### config.mk
export PLATFORM = sky130hd
export DESIGN_NAME = mult_div_unit
export DESIGN_NICKNAME = d
export VERILOG_FILES = /design/src/rtl/mult_div_unit.sv
export SDC_FILE = /design/constraint.sdc
export NUM_CORES = 1
export LEC_CHECK = 0
export BUFFER_PORTS_ARGS = -buffer_cell sky130_fd_sc_hd__buf_2
export CAP_MARGIN = 20
export CORE_ASPECT_RATIO = 0.6
export CORE_MARGIN = 5
export CORE_UTILIZATION = 40
export CTS_CLUSTER_DIAMETER = 50
export DETAILED_ROUTE_END_ITERATION = 10
export PLACE_DENSITY = 0.65
export SLEW_MARGIN = 25
export SYNTH_ARGS = -nofsm -noshare
export SYNTH_HDL_FRONTEND = slang
export SYNTH_SLANG_ARGS = --single-unit
### constraint.sdc
create_clock -name clk -period 8.15 [get_ports clk]
set_clock_uncertainty 0.2 [all_clocks]
set_input_delay 0.4075 -clock clk [delete_from_list [all_inputs] [get_ports clk]]
set_output_delay 0.4075 -clock clk [all_outputs]
set_load 0.02 [all_outputs]
### src/rtl/mult_div_unit.sv
// rtl/mult_div_unit.sv - iterative MIPS multiply/divide unit with HI/LO registers
module mult_div_unit #(
  parameter int N = 32
) (
  input  logic         clk,
  input  logic         reset,
  input  logic         start,
  input  logic [1:0]   op,
  input  logic [N-1:0] rs_data,
  input  logic [N-1:0] rt_data,
  input  logic         mthi,
  input  logic         mtlo,
  output logic         busy,
  output logic         done,
  output logic         div_by_zero,
  output logic [N-1:0] hi,
  output logic [N-1:0] lo
);

  localparam int CW = (N > 1) ? $clog2(N) : 1;
  localparam logic [CW-1:0] LAST = CW'(N - 1);

  typedef enum logic [1:0] {IDLE, CALC, FIX} state_t;

  state_t         state, state_nx;
  logic [CW-1:0]  cnt;
  logic [2*N-1:0] acc;      // mult: {partial, multiplier}; div: {remainder, quotient}
  logic [N-1:0]   m;        // multiplicand magnitude or divisor magnitude
  logic [N-1:0]   a_raw;    // dividend as latched, returned in HI on divide by zero
  logic           is_div, neg_res, neg_rem, b_zero;

  // Operand decode for launch: signed ops work on magnitudes
  logic         sgn_op, a_neg, b_neg;
  logic [N-1:0] a_abs, b_abs;
  assign sgn_op = ~op[0];
  assign a_neg  = sgn_op & rs_data[N-1];
  assign b_neg  = sgn_op & rt_data[N-1];
  assign a_abs  = a_neg ? (~rs_data + 1'b1) : rs_data;
  assign b_abs  = b_neg ? (~rt_data + 1'b1) : rt_data;

  // One iteration step for each operation
  logic [N:0]     mul_sum, div_sh, div_diff;
  logic           div_ge;
  logic [2*N-1:0] prod_neg;
  logic [N-1:0]   q_fix, r_fix;
  assign mul_sum  = {1'b0, acc[2*N-1:N]} + (acc[0] ? {1'b0, m} : '0);
  assign div_sh   = acc[2*N-1:N-1];
  assign div_diff = div_sh - {1'b0, m};
  assign div_ge   = ~div_diff[N];
  assign prod_neg = ~acc + 1'b1;
  assign q_fix    = neg_res ? (~acc[N-1:0] + 1'b1) : acc[N-1:0];
  assign r_fix    = neg_rem ? (~acc[2*N-1:N] + 1'b1) : acc[2*N-1:N];

  // State register
  always_ff @(posedge clk or negedge reset) begin
    if (!reset) state <= IDLE;
    else        state <= state_nx;
  end

  // Next-state and busy decode
  always_comb begin
    state_nx = state;
    busy     = (state != IDLE);
    case (state)
      IDLE:    if (start) state_nx = CALC;
      CALC:    if (cnt == LAST) state_nx = FIX;
      FIX:     state_nx = IDLE;
      default: state_nx = IDLE;
    endcase
  end

  // Datapath: operand latch, shift-add / restoring-divide steps, HI/LO write-back
  always_ff @(posedge clk or negedge reset) begin
    if (!reset) begin
      cnt         <= '0;
      acc         <= '0;
      m           <= '0;
      a_raw       <= '0;
      is_div      <= 1'b0;
      neg_res     <= 1'b0;
      neg_rem     <= 1'b0;
      b_zero      <= 1'b0;
      hi          <= '0;
      lo          <= '0;
      done        <= 1'b0;
      div_by_zero <= 1'b0;
    end else begin
      done <= 1'b0;
      case (state)
        IDLE: begin
          if (start) begin
            cnt         <= '0;
            is_div      <= op[1];
            neg_res     <= a_neg ^ b_neg;
            neg_rem     <= a_neg;
            b_zero      <= (rt_data == '0);
            a_raw       <= rs_data;
            acc         <= op[1] ? {{N{1'b0}}, a_abs} : {{N{1'b0}}, b_abs};
            m           <= op[1] ? b_abs : a_abs;
            div_by_zero <= 1'b0;
          end else begin
            if (mthi) hi <= rs_data;
            if (mtlo) lo <= rs_data;
          end
        end
        CALC: begin
          cnt <= (cnt == LAST) ? '0 : cnt + 1'b1;
          if (is_div)
            acc <= {(div_ge ? div_diff[N-1:0] : div_sh[N-1:0]), acc[N-2:0], div_ge};
          else
            acc <= {mul_sum, acc[N-1:1]};
        end
        FIX: begin
          done <= 1'b1;
          if (!is_div) begin
            {hi, lo} <= neg_res ? prod_neg : acc;
          end else if (b_zero) begin
            hi          <= a_raw;
            lo          <= '1;
            div_by_zero <= 1'b1;
          end else begin
            hi <= r_fix;
            lo <= q_fix;
          end
        end
        default: ;
      endcase
    end
  end

endmodule

== Yosys cells after proc, flatten, opt, wreduce, memory -nomap -nowiden ==
Cells that the tools add are included.

* Output and inout bits: 67
* Register bits: 205

* Reduce and logical (&&, ||, !) cells: 11
* Bitwise logic cells: 10
* Mux-type cells: 33
* Add/sub/neg operators: 8
* Equality and inequality tests: 10

{| class="wikitable"
|+ Operators with widths
! cell !! count
|-
| $mux 32 || 16
|-
| $mux 64 || 3
|-
| $add 32x1->32 const B || 4
|-
| $not 32->32 || 4
|-
| $pmux 32 s2 || 2
|-
| $pmux 64 s2 || 1
|-
| $add 64x1->64 const B || 1
|-
| $not 64->64 || 1
|-
| $add 32x32->33 || 1
|-
| $sub 33x32->33 || 1
|-
| $logic_not 32->1 || 1
|-
| $ne 2x2->1 const B || 7
|-
| $mux 5 || 2
|-
| $pmux 5 s2 || 1
|-
| $reduce_and 2->1 || 3
|-
| $reduce_and 3->1 || 2
|-
| $reduce_bool 2->1 || 3
|-
| $add 5x1->5 const B || 1
|-
| $eq 5x5->1 const B || 1
|-
| $mux 1 || 4
|-
| $mux 2 || 2
|-
| $pmux 2 s2 || 1
|-
| $reduce_and 4->1 || 1
|-
| $and 1x1->1 || 2
|-
| 6 further kinds || 7
|}

== Depth between registers and ports, before layout ==
Gate-level depths: netlist of run 1.

* Depth after elaboration: 6
* Gate-level depth with buffers: 14

== Least setup slack after synthesis of run 1 ==
No wires, ideal clock.

* Path kind: register -> register
* From: register acc[31]
* To: register acc[32]
* Arrival time: 3.145 ns
* Setup slack: 4.679 ns
* Buffers on the path: 1
* Required time: 7.824 ns
* Cell stages (with the launch flop): 13
* Library setup time: 0.126 ns
* Cell sequence: dfrtp_1 > inv_1 > ha_1 > fa_1 > nor2b_1 > o2111ai_1 > nand3_1 > nand3_1 > a21bo_2 > a211oi_1 > buf_2 > a21oi_1 > a221o_1

* Cells in the longest elaborated chain, start to end: 4

{| class="wikitable"
|+ RTL lines
! what !! line !! source
|-
| start, declared || 27 || <nowiki>logic [2*N-1:0] acc;</nowiki>
|-
| start signal, assigned || 98 || <nowiki>acc <= op[1] ? {{N{1'b0}}, a_abs} : {{N{1'b0}}, b_abs};</nowiki>
|-
| start signal, assigned || 109 || <nowiki>acc <= {(div_ge ? div_diff[N-1:0] : div_sh[N-1:0]), acc[N-2:0], div_ge};</nowiki>
|-
| start signal, assigned || 111 || <nowiki>acc <= {mul_sum, acc[N-1:1]};</nowiki>
|-
| $sub 33x32->33 || 48 || <nowiki>assign div_diff = div_sh - {1'b0, m};</nowiki>
|-
| $mux 32 (*) || 109 ||
|-
| $mux 64 (*) || 108 || <nowiki>if (is_div)</nowiki>
|-
| $pmux 64 s2 (*) || 89 || <nowiki>case (state)</nowiki>
|}

Every way passes the cells marked *; elsewhere a longest branch is shown, timed or not.
A chain may end at the register's enable or synchronous reset.

== Worst setup path in the final report of run 1 ==
* From: register acc[0]
* To: register hi[12]

* Cells in the longest elaborated chain, start to end: 5

{| class="wikitable"
|+ RTL lines
! what !! line !! source
|-
| $not 64->64 || 50 || <nowiki>assign prod_neg = ~acc + 1'b1;</nowiki>
|-
| $add 64x1->64 || 50 ||
|-
| $mux 64 || 116 || <nowiki>{hi, lo} <= neg_res ? prod_neg : acc;</nowiki>
|-
| $mux 32 || 115 || <nowiki>if (!is_div) begin</nowiki>
|-
| $pmux 32 s2 || 89 ||
|-
| end signal, assigned || 116 ||
|-
| end signal, assigned || 118 || <nowiki>hi <= a_raw;</nowiki>
|-
| end signal, assigned || 122 || <nowiki>hi <= r_fix;</nowiki>
|-
| end, declared || 16 || <nowiki>output logic [N-1:0] hi,</nowiki>
|}

Every way passes these cells.

==> results of run 1 <==
flip-flops by register name, indices dropped and copies added, names as in the netlist:
register / count
lo: 32
neg_res: 1
state: 2
acc: 64
cnt: 5
a_raw: 32
hi: 32
is_div: 1
b_zero: 1
done: 1
m: 32
neg_rem: 1
div_by_zero: 1
metal layers:
| metal | vias up | wire length [um] |
|---|---|---|
| met5 | - | 20 |
| li1 | 7963 | - |
| met1 | 8608 | 30870 |
| met3 | 93 | 10920 |
| met4 | 2 | 1142 |
| met2 | 1094 | 25430 |
through the flow:
stage	setup WS (ns)	cell area (um2)	cells	power (uW)
3_3_place_gp	3.413	17920	2742	7712
3_5_place_dp	3.696	17920	2742	7760
6_report	3.559	19100	2817	9189
2_1_floorplan	4.679	16860	2158	6030
4_1_cts	3.670	19060	2816	9000
5_1_grt	3.322	19100	2817	9789
repair_timing:
action	CTS	global route
hold buffers	28	0
hold endpoints to repair	95	0
setup buffers	0	0
cells by family (layout without fill, tap and decap cells):
kind of cell / count (synthesis) / after routing / synth area share
compound gates: 729 / 729 / 0.2713
simple gates: 700 / 700 / 0.1907
buf+inv: 207 / 296 / 0.04639
flops: 205 / 205 / 0.3043
xor+xnor: 176 / 176 / 0.09144
fa+ha+maj: 72 / 72 / 0.05433
mux: 69 / 69 / 0.04156
final cells by class:
| cell class | count | area, um2 | area share |
|---|---|---|---|
| Multi-Input combinational cell | 1746 | 10980 | 0.5752 |
| Sequential cell | 205 | 5132 | 0.2688 |
| Timing Repair Buffer | 188 | 1171 | 0.06132 |
| Tap cell | 570 | 713.2 | 0.03735 |
| Clock buffer | 31 | 688.2 | 0.03603 |
| Inverter | 62 | 232.7 | 0.01219 |
| Clock inverter | 15 | 175.2 | 0.009172 |
worst register-to-register path, cell delays in order, from the launching register on:
cell,delay (ns)
dfrtp_1,0.47
inv_2,0.53
ha_1,0.27
or3b_2,0.48
nor4_1,0.74
nand2_1,0.33
nor4_4,0.58
a21oi_1,0.19
o31ai_1,0.54
o22ai_1,0.14
cell usage in the layout, fill, tap and decap left out, drive strengths merged, types with 25 or more instances in the layout:
cell         count
nor2           168
dlygate4sd3     28
o21ai          229
a22oi           34
mux2i           61
o31ai           25
o211ai          40
nand2          310
inv             68
xor2            77
a21oi          157
xnor2           99
a211oi          47
ha              70
dfrtp          205
clkbuf          32
buf            159
o22ai           40
nand3           35
nor3            29
a21o            26
power groups by stage:
stage	combinational [uW]	sequential, uW	clock (uW)
floorplan	3980	2050	0
global placement	5530	2180	0
detailed placement	5550	2210	0
CTS	5600	2190	1210
global route	6250	2280	1250
finish	5750	2240	1200
worst paths after layout:
check,to,cells past startpoint
max in group asynchronous,lo[12]$_DFFE_PN0P_,3
min in group asynchronous,hi[21]$_DFFE_PN0P_,2
min,a_raw[2]$_DFFE_PN0P_,3
max reg2reg,hi[12]$_DFFE_PN0P_,9
max,hi[12]$_DFFE_PN0P_,9
min reg2reg,lo[6]$_DFFE_PN0P_,2
Yosys cell counts, drive strengths merged (17+ instances only):
cell type    n  area, um2
o21ai      229       1146
nand3       35      175.2
or3         24      155.1
a22oi       34      255.2
nor2       168      630.6
dfrtp      205       5130
nor4        18      133.9
mux2i       61      610.6
o22ai       40      250.2
a211oi      47      352.8
or4         18      146.4
nor2b       17      106.4
nor3        29      145.1
nand2b      18      112.6
buf         19      75.07
a21o        26      195.2
inv         60      225.2
nand2      310       1164
a21oi      157      785.8
o221ai      21      183.9
o31ai       25      187.7
clkbuf     126      474.2
xor2        77      674.4
xnor2       99      867.1
ha          70      875.8
o211ai      40      300.3
a31oi       24      150.1
==> flow_summary.ini, run 1 <==
[outcome]
status = finished, final reports clean

[synth]
synth_area_per_cell_um2 = 7.812
synth-seq-cells = 205
synth.net_count = 2301
synth_edf_count = 0
synthCells = 2158
ys_seq_area_frac = 0.3043
yosysWarnings = 0
ys_types = 73
ys.flop_type = dfrtp_1
async_reset_ff_frac = 1.000
synthesis.area_um2 = 16860

[pwr]
p_int_uw = 4382
leakage_uw = 0.008151
pwr-share-clk = 0.131
comb_power_share = 0.626
switching_power_uw = 4807
power.switching_fraction = 0.5231
pwr-share-seq = 0.243
p_per_area_nw_per_um2 = 481.2
irDropWorstVdd_uv = 231.7

[clock_network]
numCtsBuffers = 25
clkTransAtPathRegs_ns = 0.07
cts_max_level = 1
cts_resized = 0
clkLatencyLatePin_ns = 0.57
cts_tree = done
cts_buffer_depth = 3
clkSinkCount = 205
cts_root_buffer = clkbuf_16

[drt]
avgViaCountPerCell = 6.305
wirelength_mm = 68.38
dr.pass1.iters = 7
post-route-drc-count = 0
drtIter0Drc = 2317
drtAntennaViolNets = 0
vias = 17760
routedWlPerCell_um = 24.27

[sta]
max_freq_ghz = 0.2178
hold_violations = 0
slew_headroom = 0.2582
setup_tns_ns = 0
finalSetupViolCount = 0
fin_crit_sh = 0.5633
rsz0062_at_grt = no
whs_ns = 0.04243
tightest_slew_ns = 1.110
layout_min_cycle_time_ns = 4.591
drv_slew = 0

[setup_path]
r2r_slack_ns = 3.56
crit_buf_inv = 1
critPathLaunch = acc[0]$_DFFE_PN0P_
path_cells = inv_2 > ha_1 > or3b_2 > nor4_1 > nand2_1 > nor4_4 > a21oi_1 > o31ai_1 > o22ai_1
slowest_delay_ns = 0.74
crit_arrival_ns = 4.82
endpoint_kind = flip-flop
r2r_start = acc[0]$_DFFE_PN0P_
start_kind = flip-flop
crit_type = flip-flop to flip-flop
worstPathMaxFanout = 31
crit_slowest_cell = nor4_1
worst_ep_required_time_ns = 8.38
cp_top_family = simple AND/OR/NAND/NOR gates

[global_route]
grt_pass1_vias = 16098
grtUsageTotal = 0.2828
grt_util_met3 = 0.1197
grt_pass1_wl_mm = 101.7
top_usage_layer = met1
grt-ovfl-total = 0
grtUsageMet2 = 0.3577
use_met1 = 0.4417
antenna_found_initial = 1
grt_max_degree = 76

[layout]
post-route-util = 0.4569
fillCellCount = 4184
nets = 2371
areaGrowthSynthToFinish_pct = 13.28
drive_gt1_frac = 0.1121
antenna_cells = 0

[die]
die_y_um = 169.0
coreArea_um2 = 41800
die_w_um = 275.0
die_area_um2 = 46490
start_util = 0.4033
pin_count = 138
fp-row-count = 58

[run]
cap_violations = 0

[placement]
finalWeightedCongestion = 0.9780
dp_hpwl_mm = 51.23
port_buffers = 137

[min_path]
hp-start = rs_data[2]
hp-class = primary input to flip-flop
Power figures use the tool's default switching activity.
==> inputs of run 2 (changes only) <==
ABC_AREA = 1   (was not set)
PLACE_DENSITY = 0.67   (was 0.65)
clock period = 3.8 ns   (was 8.15 ns; I/O delays follow)
==> flow_summary.ini, run 2 <==
[synth]
synth.top_cells.by_area = dfrtp_1, nand2_1, nor2_1
yosysWarnings = 0
synth_area_leader_cell = dfrtp_1
synth.top_cell.area_share = 0.2534
ys.flop_type = dfrtp_1
async_reset_ff_frac = 1.000
yosysMostFrequentCell = nand2_1
synth.net_count = 3598
synth_edf_count = 0
yosys-top-cells-count = nand2_1, nor2_1, inv_1, nand3_1, o21ai_0
synth-seq-cells = 205
synthCells = 3455
ys_seq_area_frac = 0.2534
synthesis.area_um2 = 20240
ys_types = 55
synth_area_per_cell_um2 = 5.859

[global_route]
antenna_found_initial = 1
grt_pass1_wl_mm = 141.2
grt_pass1_vias = 21035
grtUsageTotal = 0.3414
grt_max_degree = 97
grt-ovfl-total = 0

[pwr]
p_per_area_nw_per_um2 = 1036
irDropWorstVdd_uv = 537.9
leakage_uw = 0.01177

[clock_network]
cts_max_level = 1
cts_buffer_depth = 3
clkLatencyLatePin_ns = 0.59
cts_root_buffer = clkbuf_16
clkSinkCount = 205
post-cts-setup-buffers = 0
numCtsBuffers = 26
clkTransAtPathRegs_ns = 0.08
cts_tree = done

[setup_path]
worst_ep_required_time_ns = 4.08
endpoint_kind = flip-flop
start_kind = flip-flop
cpMostUsedCell = nand2_1
crit_type = flip-flop to flip-flop
path_cells = buf_4 > nand2_1 > inv_1 > ha_1 > nand2_1 > o21ai_0 > nand2_1 > nand2_1 > nand2_1 > nand3_1 > nand2_1 > o21ai_0 > o21bai_1 > nand2_1
crit_arrival_ns = 3.72
crit_slowest_cell = o21ai_0
slowest_delay_ns = 0.53
worstPathMaxFanout = 13

[die]
coreArea_um2 = 49740
pin_count = 138
fp-row-count = 63
die_y_um = 184.3
die_w_um = 300.4
die_area_um2 = 55350
start_util = 0.4070

[drt]
dr.pass1.iters = 7
vias = 24357
post-route-drc-count = 0
drtAntennaViolNets = 0
routedWlPerCell_um = 22.88
drtIter0Drc = 3645
wirelength_mm = 98.70
avgViaCountPerCell = 5.646

[sta]
layout_min_cycle_time_ns = 3.435
slew_headroom = 0.2415
tightest_slew_ns = 1.126
max_freq_ghz = 0.2911
hold_violations = 0
setup_tns_ns = 0
fin_crit_sh = 0.9040
finalSetupViolCount = 0
finalWorstSetupSlack_ns = 0.3647
drv_slew = 0
rsz0062_at_grt = no

[layout]
final_cell_mix = nand2_1, nor2_1, inv_1
post-route-util = 0.4682
largest_register_ffs = 64
fillCellCount = 5346
multiInputGateArea_um2 = 12920
areaGrowthSynthToFinish_pct = 15.05
regMostFlops = acc
nets = 3755
final_cells = 4314
fin_area_um2 = 23290
drive_gt1_frac = 0.08400
layout_commonest_cell = nand2_1
seqCellArea_um2 = 5132

[placement]
dp_hpwl_mm = 79.76
dp.cells = 4195
finalWeightedCongestion = 1.080
place_area_um2 = 21670
place_ws_ns = 0.4016
port_buffers = 137

[run]
cap_violations = 0

[min_path]
hp-class = primary input to flip-flop

[outcome]
status = finished, final reports clean
-- run 2: cell type report --
type | count | share of cell area
timing repair buffer | 258 | 0.07812
clock buffer | 33 | 0.03036
sequential | 205 | 0.2204
inverter | 442 | 0.07124
antenna | 1 | 0.0001075
tap | 682 | 0.03664
multi-input combinational | 2679 | 0.5546
clock inverter | 14 | 0.008542
-- run 2: worst paths after layout --
path / endpoint / cells past startpoint / slack (ns) / from
max reg2reg: acc[46]$_DFFE_PN0P_ / 14 / 0.36 / acc[0]$_DFFE_PN0P_
min: acc[20]$_DFFE_PN0P_ / 5 / 0.02 / rt_data[20]
max in group asynchronous: m[22]$_DFFE_PN0P_ / 3 / 2.36 / reset
min in group asynchronous: acc[45]$_DFFE_PN0P_ / 2 / 0.04 / reset
min reg2reg: lo[0]$_DFFE_PN0P_ / 2 / 0.29 / lo[0]$_DFFE_PN0P_
max: acc[46]$_DFFE_PN0P_ / 14 / 0.36 / acc[0]$_DFFE_PN0P_
-- run 2: logic make-up (layout without fill, tap and decap cells) --
family | after synthesis | in the layout | synth area share
adder cells (fa/ha/maj) | 72 | 72 | 0.04525
AO/OA/AOI/OAI | 552 | 552 | 0.1520
AND/OR/NAND/NOR | 1989 | 1989 | 0.4111
other | 0 | 1 | 0
XOR/XNOR | 66 | 66 | 0.02856
buffers and inverters | 571 | 747 | 0.1097
flip-flops | 205 | 205 | 0.2534
-- run 2: layer usage --
layer,track usage,up-vias,wire [um]
li1,-,11403,-
met1,0.5228,11135,44030
met2,0.3978,1666,33180
met3,0.2051,145,19630
met4,0.05106,8,1751
met5,0.008503,-,107
-- run 2: repair_timing --
item,CTS,global route
hold endpoints to repair,173,0
resized for setup,0,1
hold buffers,71,0
setup endpoints to repair,0,1
-- run 2: through the flow --
stage	power [uW]	hold WS [ns]
2_1_floorplan	14920	-0.3056
3_3_place_gp	20390	0.07910
3_5_place_dp	20310	0.07936
4_1_cts	23180	0.002894
5_1_grt	25620	0.03662
6_report	24120	0.01661
-- run 2: power by group --
part           total, uW  switching [uW]  internal [uW]
sequential          4920            1650           3260
combinational      16500           11400           5090
clock               2710            1160           1550
total              24100           14200           9900
-- run 2: critical path, delay by kind of cell (launching register included) --
family | cells | cell delay, ns
simple gates | 8 | 0.77
compound gates | 3 | 1.25
flops | 1 | 0.50
buf+inv | 2 | 0.29
fa+ha+maj | 1 | 0.33
